<file path="src/rtl/ex7_seq_alu.sv">
// Sequential unsigned ALU: single-cycle ADD/SUB/MUL, iterative restoring DIV,
// with valid/ready handshakes on both the request and result sides.
module ex7_seq_alu #(
    parameter int unsigned WIDTH = 8
) (
    input  logic             clock,
    input  logic             reset,
    input  logic             in_valid,
    output logic             in_ready,
    input  logic [1:0]       mode,
    input  logic [WIDTH-1:0] value1,
    input  logic [WIDTH-1:0] value2,
    output logic             out_valid,
    input  logic             out_ready,
    output logic [WIDTH-1:0] result,
    output logic [WIDTH-1:0] result_hi,
    output logic             carry,
    output logic             div_by_zero
);

    localparam int unsigned CW = (WIDTH > 1) ? $clog2(WIDTH) : 1;

    localparam logic [1:0] MODE_ADD = 2'd0;
    localparam logic [1:0] MODE_SUB = 2'd1;
    localparam logic [1:0] MODE_MUL = 2'd2;
    localparam logic [1:0] MODE_DIV = 2'd3;

    typedef enum logic [0:0] {
        IDLE     = 1'b0,
        DIV_BUSY = 1'b1
    } state_t;

    state_t            state_q, state_d;
    logic [CW-1:0]     cnt_q, cnt_d;
    logic [WIDTH-1:0]  dvd_q, dvd_d;
    logic [WIDTH-1:0]  dvs_q, dvs_d;
    logic [WIDTH-1:0]  rem_q, rem_d;
    logic              out_valid_q, out_valid_d;
    logic [WIDTH-1:0]  result_q, result_d;
    logic [WIDTH-1:0]  result_hi_q, result_hi_d;
    logic              carry_q, carry_d;
    logic              dbz_q, dbz_d;

    logic              accept;
    logic [WIDTH:0]    sum;
    logic [2*WIDTH-1:0] prod;
    logic              trial_ge;
    logic [WIDTH-1:0]  trial_diff;
    logic [WIDTH-1:0]  rem_step;
    logic [WIDTH-1:0]  dvd_step;

    assign in_ready = reset && (state_q == IDLE) && (!out_valid_q || out_ready);
    assign accept   = in_valid && in_ready;

    assign sum  = {1'b0, value1} + {1'b0, value2};
    assign prod = {{WIDTH{1'b0}}, value1} * {{WIDTH{1'b0}}, value2};

    // One restoring step: shift next dividend bit into the partial remainder,
    // subtract the divisor if it fits; the dividend register fills with quotient bits.
    assign trial_ge   = ({rem_q, dvd_q[WIDTH-1]} >= {1'b0, dvs_q});
    assign trial_diff = {rem_q[WIDTH-2:0], dvd_q[WIDTH-1]} - dvs_q;
    assign rem_step   = trial_ge ? trial_diff : {rem_q[WIDTH-2:0], dvd_q[WIDTH-1]};
    assign dvd_step   = {dvd_q[WIDTH-2:0], trial_ge};

    // Next-state and output-register logic
    always_comb begin
        state_d     = state_q;
        cnt_d       = cnt_q;
        dvd_d       = dvd_q;
        dvs_d       = dvs_q;
        rem_d       = rem_q;
        out_valid_d = out_valid_q && !out_ready;
        result_d    = result_q;
        result_hi_d = result_hi_q;
        carry_d     = carry_q;
        dbz_d       = dbz_q;

        case (state_q)
            IDLE: begin
                if (accept) begin
                    case (mode)
                        MODE_ADD: begin
                            out_valid_d = 1'b1;
                            result_d    = sum[WIDTH-1:0];
                            result_hi_d = '0;
                            carry_d     = sum[WIDTH];
                            dbz_d       = 1'b0;
                        end
                        MODE_SUB: begin
                            out_valid_d = 1'b1;
                            result_d    = value1 - value2;
                            result_hi_d = '0;
                            carry_d     = (value1 < value2);
                            dbz_d       = 1'b0;
                        end
                        MODE_MUL: begin
                            out_valid_d = 1'b1;
                            result_d    = prod[WIDTH-1:0];
                            result_hi_d = prod[2*WIDTH-1:WIDTH];
                            carry_d     = 1'b0;
                            dbz_d       = 1'b0;
                        end
                        MODE_DIV: begin
                            if (value2 == '0) begin
                                out_valid_d = 1'b1;
                                result_d    = '1;
                                result_hi_d = value1;
                                carry_d     = 1'b0;
                                dbz_d       = 1'b1;
                            end else begin
                                state_d = DIV_BUSY;
                                cnt_d   = CW'(WIDTH - 1);
                                dvd_d   = value1;
                                dvs_d   = value2;
                                rem_d   = '0;
                            end
                        end
                        default: ;
                    endcase
                end
            end
            DIV_BUSY: begin
                dvd_d = dvd_step;
                rem_d = rem_step;
                cnt_d = cnt_q - CW'(1);
                if (cnt_q == '0) begin
                    state_d     = IDLE;
                    cnt_d       = '0;
                    out_valid_d = 1'b1;
                    result_d    = dvd_step;
                    result_hi_d = rem_step;
                    carry_d     = 1'b0;
                    dbz_d       = 1'b0;
                end
            end
            default: state_d = IDLE;
        endcase
    end

    // State and output registers, synchronous active-low reset
    always_ff @(posedge clock) begin
        if (!reset) begin
            state_q     <= IDLE;
            cnt_q       <= '0;
            dvd_q       <= '0;
            dvs_q       <= '0;
            rem_q       <= '0;
            out_valid_q <= 1'b0;
            result_q    <= '0;
            result_hi_q <= '0;
            carry_q     <= 1'b0;
            dbz_q       <= 1'b0;
        end else begin
            state_q     <= state_d;
            cnt_q       <= cnt_d;
            dvd_q       <= dvd_d;
            dvs_q       <= dvs_d;
            rem_q       <= rem_d;
            out_valid_q <= out_valid_d;
            result_q    <= result_d;
            result_hi_q <= result_hi_d;
            carry_q     <= carry_d;
            dbz_q       <= dbz_d;
        end
    end

    assign out_valid   = out_valid_q;
    assign result      = result_q;
    assign result_hi   = result_hi_q;
    assign carry       = carry_q;
    assign div_by_zero = dbz_q;

endmodule

</file>
<file path="config.mk">
export PLATFORM = sky130hd
export DESIGN_NAME = ex7_seq_alu
export DESIGN_NICKNAME = d
export VERILOG_FILES = /design/src/rtl/ex7_seq_alu.sv
export SDC_FILE = /design/constraint.sdc
export NUM_CORES = 1
export LEC_CHECK = 0
export ABC_AREA = 1
export ABC_CLOCK_PERIOD_IN_PS = 10470
export CAP_MARGIN = 15
export CORE_MARGIN = 2
export CORE_UTILIZATION = 35
export DETAILED_ROUTE_END_ITERATION = 12
export SLEW_MARGIN = 15
export SYNTH_ARGS = -nofsm -noshare
export SYNTH_HDL_FRONTEND = slang
export SYNTH_SLANG_ARGS = --single-unit
</file>
<file path="constraint.sdc">
create_clock -name clock -period 10.47 [get_ports clock]
set_input_delay 2.094 -clock clock [delete_from_list [all_inputs] [get_ports clock]]
set_output_delay 2.094 -clock clock [all_outputs]
set_load 0.005 [all_outputs]
</file>
==> flow_summary.yaml <==
yosys:
  ys.flop_type: "dfxtp_1"
  yosysMostFrequentCell: "nand2_1"
  synth_top_area_share_pct: 16.3
  synthTopCellsByCount: "nand2_1 (228), inv_1 (180), a21oi_1 (70)"
  ys_types: 39
  synth_edf_count: 0
  syn_nets: 1012
  yosys_warnings: 0
  synthesis.area_mm2: 0.00578
  syn_inst: 889
  synth_seq_cells: 47
  synthTopCellsByArea: "dfxtp_1 (16%), nand2_1 (15%), fa_1 (14%)"
  syn_avg_cell_area_um2: 6.50
  yosys.area.top_type: "dfxtp_1"
  asyncSetResetFlopFracSynth_pct: 0
  ys_seq_area_share_pct: 16.3
floorplanning:
  die_w_um: 132
  pin_count: 42
  die_area_mm2: 0.0176
  die_h_um: 132
  core-area_mm2: 0.0160
  start_util_pct: 36.1
  num_rows: 46
clock_network:
  hold_buffers: 0
  clk_latency_ns: 0.29
  htree_levels: 2
  clk_pin_slew_ns: 0.07
  postCtsSetupBuffers: 0
  cts-root-buf: "clkbuf_16"
  clk_path_buf_depth: 2
  cts_buffers: 5
  cts_tree: "done"
  clock_sinks: 47
  ctsResizeCount: 0
global_route:
  track_usage_pct: 19.3
  first_global_vias: 5349
  grt_max_degree: 32
  grt_pass1_wl_um: 27500
  antenna_found_initial: 0
  grt_remaining_overflow: 0
timing:
  setup_slack_ns: 3.93
  skew_ns: 0.0125
  period_minus_slack_ns: 6.54
  slew_viol_final: 0
  tns_ns: 0
  timing.final.crit_share_pct: 62.5
  slew_headroom_pct: 51.5
  hold_viol: 0
  rsz0062_at_grt: "no"
  fmax_ghz: 0.153
  tightest_slew_ns: 0.726
  holdWs_ns: 0.445
  setup_viol: 0
worst_setup_path:
  worstSetupPathType: "in2reg"
  ff2ff_path_depth: 8
  start_kind: "primary input"
  crit_path_max_fanout: 13
  worstReg2RegStart: "state_q$_SDFF_PN0_"
  endpoint_kind: "flip-flop"
  reg2reg_slack_ns: 7.85
  critPathRequiredTime_ns: 10.71
  r2r_end: "result_hi[4]$_SDFFE_PN0P_"
  arrival_ns: 6.78
place:
  place_congestion: 0.928
  pre_cts_slack_ns: 3.56
  placed_cells: 1112
  hpwl_um: 12700
  port_buffers: 41
run_status:
  outcome: "finished, final reports clean"
pwr:
  power_density_mw_per_mm2: 132
  p_leak_nw: 3.54
  power_uw: 851
  ir_drop_mv: 0.0722
layout:
  regArea_um2: 941
  antennaDiodeCount: 0
  drive_above_1_share_pct: 3.43
  syn_to_final_growth_pct: 11.9
  nNetsFinal: 1026
  multi_input_area_mm2: 0.00396
  fill_cells: 1761
  fin_cells: 1120
worst_hold_path:
  min_to: "result[1]$_SDFFE_PN0P_"
  hold_path_depth: 2
  min_from: "result[1]$_SDFFE_PN0P_"
  hp-class: "reg2reg"
route:
  drt_iter0_markers: 359
  wl_per_cell_um: 14.5
  wirelength_um: 16300
  antenna_left: 0
  drc: 0
  num_vias: 5419
  first_pass_iters: 5
  via_per_inst: 4.84
job:
  drv_cap: 0
-- cells by family (layout without fill, tap and decap cells) --
family	count (synthesis)	count (layout)	share of synthesized area, %
fa+ha+maj	101	101	26.9
xor+xnor	7	7	1.06
simple gates	390	390	29.2
buf+inv	221	236	15.2
flops	47	47	16.3
compound gates	123	123	11.3
-- cell usage in the layout, fill, tap and decap left out, types with 2 or more instances in the layout --
master           instances
a21oi_1                 70
buf_4                    2
nand2_1                228
a31oi_1                  6
xnor2_1                  3
nand3_1                 58
nor2_1                  67
inv_1                  180
xor2_1                   4
o21ai_0                 32
o211ai_1                 3
o21ai_1                  3
ha_1                    62
a21o_1                   2
nor3_2                   3
nor2_2                   3
clkbuf_16                5
nand4_1                 13
nand3_2                  3
fa_1                    39
nor3_1                   4
inv_2                    4
clkdlybuf4s50_1         41
nand2_2                  3
o21a_1                   3
nand3b_1                 2
dfxtp_1                 47
-- registers in the layout, indices dropped and copies added (netlist names) --
signal       flops
carry            1
cnt_q            3
div_by_zero      1
dvd_q            8
dvs_q            8
out_valid        1
rem_q            8
result           8
result_hi        8
state_q          1
-- area by class of cell --
cell class / count / area share, %
Clock buffer: 5 / 1.94
Clock inverter: 3 / 0.716
Inverter: 185 / 10.8
Multi-Input combinational cell: 621 / 61.2
Sequential cell: 47 / 14.6
Tap cell: 216 / 4.18
Timing Repair Buffer: 43 / 6.58
-- layer usage --
layer / GRT usage [%] / wire length (µm) / vias to the layer above
met5: 0 / 0 / -
li1: - / - / 2786
met1: 26.1 / 7730 / 2475
met4: 5.20 / 358 / 0
met3: 2.03 / 660 / 27
met2: 32.8 / 7530 / 131
-- report_power, final --
group | switching [mW] | total, mW | leakage, nW | internal [mW]
clock network | 0.0725 | 0.186 | 0.0804 | 0.114
logic | 0.297 | 0.472 | 3.07 | 0.175
registers | 0.00465 | 0.192 | 0.383 | 0.188
total | 0.375 | 0.851 | 3.54 | 0.476
-- worst max path at each step --
stage,from,end,slack [ns],depth (start not counted)
3_5_place_dp,value1[1],result_hi[6]$_SDFFE_PN0P_,3.56,18
3_3_place_gp,value1[1],result_hi[6]$_SDFFE_PN0P_,3.58,18
4_1_cts,value1[1],result_hi[6]$_SDFFE_PN0P_,3.88,19
2_1_floorplan,value1[0],result_hi[6]$_SDFFE_PN0P_,4.58,18
6_report,value1[1],result_hi[6]$_SDFFE_PN0P_,3.93,19
5_1_grt,value1[1],result_hi[4]$_SDFFE_PN0P_,3.58,19
-- worst max-delay path: stages --
cell and delay, ns:
clkdlybuf4s50_1 0.85, nand2_1 0.15, fa_1 0.53, fa_1 0.55
inv_1 0.05, fa_1 0.55, inv_1 0.06, fa_1 0.53
inv_1 0.05, ha_1 0.36, a21oi_1 0.25, nor2_1 0.10
o21ai_0 0.22, nand3_1 0.10, nand2_1 0.07, nand3_1 0.08
nand3_1 0.10, nand2_1 0.05, inv_1 0.04
-- per-stage QoR --
step / utilization, % / instance area, µm²
after detailed placement: 39.3 / 6290
final: 40.4 / 6460
after floorplan: - / 5780
after global placement: 39.3 / 6290
after global routing: 40.4 / 6460
after CTS: 40.4 / 6460
(Power assumes the default switching activity.)
==> RTL change (same settings) <==
Set the parameter `WIDTH` to 4 (it was 8).
--- a/src/rtl/ex7_seq_alu.sv
+++ b/src/rtl/ex7_seq_alu.sv
@@ -1,7 +1,7 @@
 // Sequential unsigned ALU: single-cycle ADD/SUB/MUL, iterative restoring DIV,
 // with valid/ready handshakes on both the request and result sides.
 module ex7_seq_alu #(
-    parameter int unsigned WIDTH = 8
+    parameter int unsigned WIDTH = 4
 ) (
     input  logic             clock,
     input  logic             reset,
Ports: changed (resized result, result_hi, value1 and value2); port bits go from 42 to 26. No check against the original RTL was run, so the function may have changed too.
==> RTL change against the original RTL <==
Sequential cell count shrank 21. Synthesized area shrank 63%. Total power shrank 71%. Setup slack gained 0.75 ns. Clock power shrank 65%. Synthesized cell count shrank 65%. Routed wire length shrank 68%. Critical path type is now in -> out. Cell area shrank 61%.
==> RTL change: results (changes against the original RTL) <==
- Status: completed
- Area contributors post-synth: dfxtp_1 24%, ha_1 14%, nand2_1 13%
- Nonclk buf count: 25 (-42%)
- Routed wire length: 5190 um (-68%)
- H-tree levels: 1 (-1)
- Filler Cells Inserted: 614 (-65%)
- Die Area: 6780 sq um (-61%)
- Via density: 4.90 (+1.2%)
- Total global routing track utilization: 0.172 (-0.0206)
- Clock skew: 0.00696 ns (-0.00556 ns)
- Critical Path Start: reset
- Synth Area in XOR/XNOR: 0.00815 (-0.00246)
- Grt met3 use: 0.0304 (+0.0101)
- GR Layer Usage met1: 0.252 (-0.00911)
- Layout cells sized above 1: 0.0448 (+0.0105)
- Post-synth net total: 358 (-65%)
- Multi-input combinational area share: 0.553 (-0.0591)
- Seq/total area: 0.209 (+0.0630)
- Worst slack, placed: 4.67 ns (+1.11 ns)
- Hpwl dp: 4130 um (-67%)
- Synthesized-area fraction occupied by adder cells: 0.205 (-0.0644)
- Met3 WL: 260 um (-61%)
- Via Count: 2007 (-63%)
- Worst path top cell family by delay: buffers and inverters
- Number of sequential cells: 26 (-45%)
- Sequential area share after synthesis: 0.242 (+0.0794)
- Clock tree cell share of total cell area: 0.0221 (-0.00446)
- Slew @ Worst Pin: 0.614 ns (-0.112 ns)
- Worst vdd ir: 0.0000828 V (+15%)
- Initial drt markers: 106 (-70%)
- CTS Buf Count: 3 (-2)
- Later-pin clock latency in the skew report: 0.27 ns (-0.02 ns)
- Crit path DAT: 3.69 ns (-3.09 ns)
- Placer Congestion: 0.796 (-14%)
- Leakage: 1.25 nW (-65%)
- Non-clock buffer share of cell area: 0.100 (+0.0344)
- Met2 GRT Util: 0.272 (-0.0558)
- Placed Instance Area: 2440 sq um (-61%)
- Non-Clock Inverter Count: 52 (-72%)
- Crit Path Max Fanout: 17 (+4)
- Largest net degree at the start of global routing: 18 (-44%)
- Area of the multi-input gates: 1380 sq um (-65%)
- Commonest cells post-synth: 72 x nand2_1, 49 x inv_1, 37 x a21oi_1
[RTL change: where the power goes]
group | switching, mW | leakage (nW) | internal [mW]
sequential | 0.00269 | 0.212 | 0.103
clock | 0.0311 | 0.0288 | 0.0336
combinational | 0.0447 | 1.01 | 0.0331
[RTL change: worst paths after layout]
kind / cells past startpoint / slack, ns / to
worst max-delay path: 4 / 4.68 / in_ready
worst min-delay path: 2 / 0.47 / rem_q[3]$_SDFFE_PN0P_
worst max register to register: 9 / 8.53 / result_hi[3]$_SDFFE_PN0P_
worst min register to register: 2 / 0.47 / rem_q[3]$_SDFFE_PN0P_
[RTL change: kinds of logic (layout without fill, tap and decap cells)]
logic type	count (synthesis)	count (layout)
and+or+nand+nor	135	135
AOI/OAI and AO/OA	60	60
buffers and inverters	59	81
adders and majority gates	31	31
DFF	26	26
xor gates and xnor gates	2	2
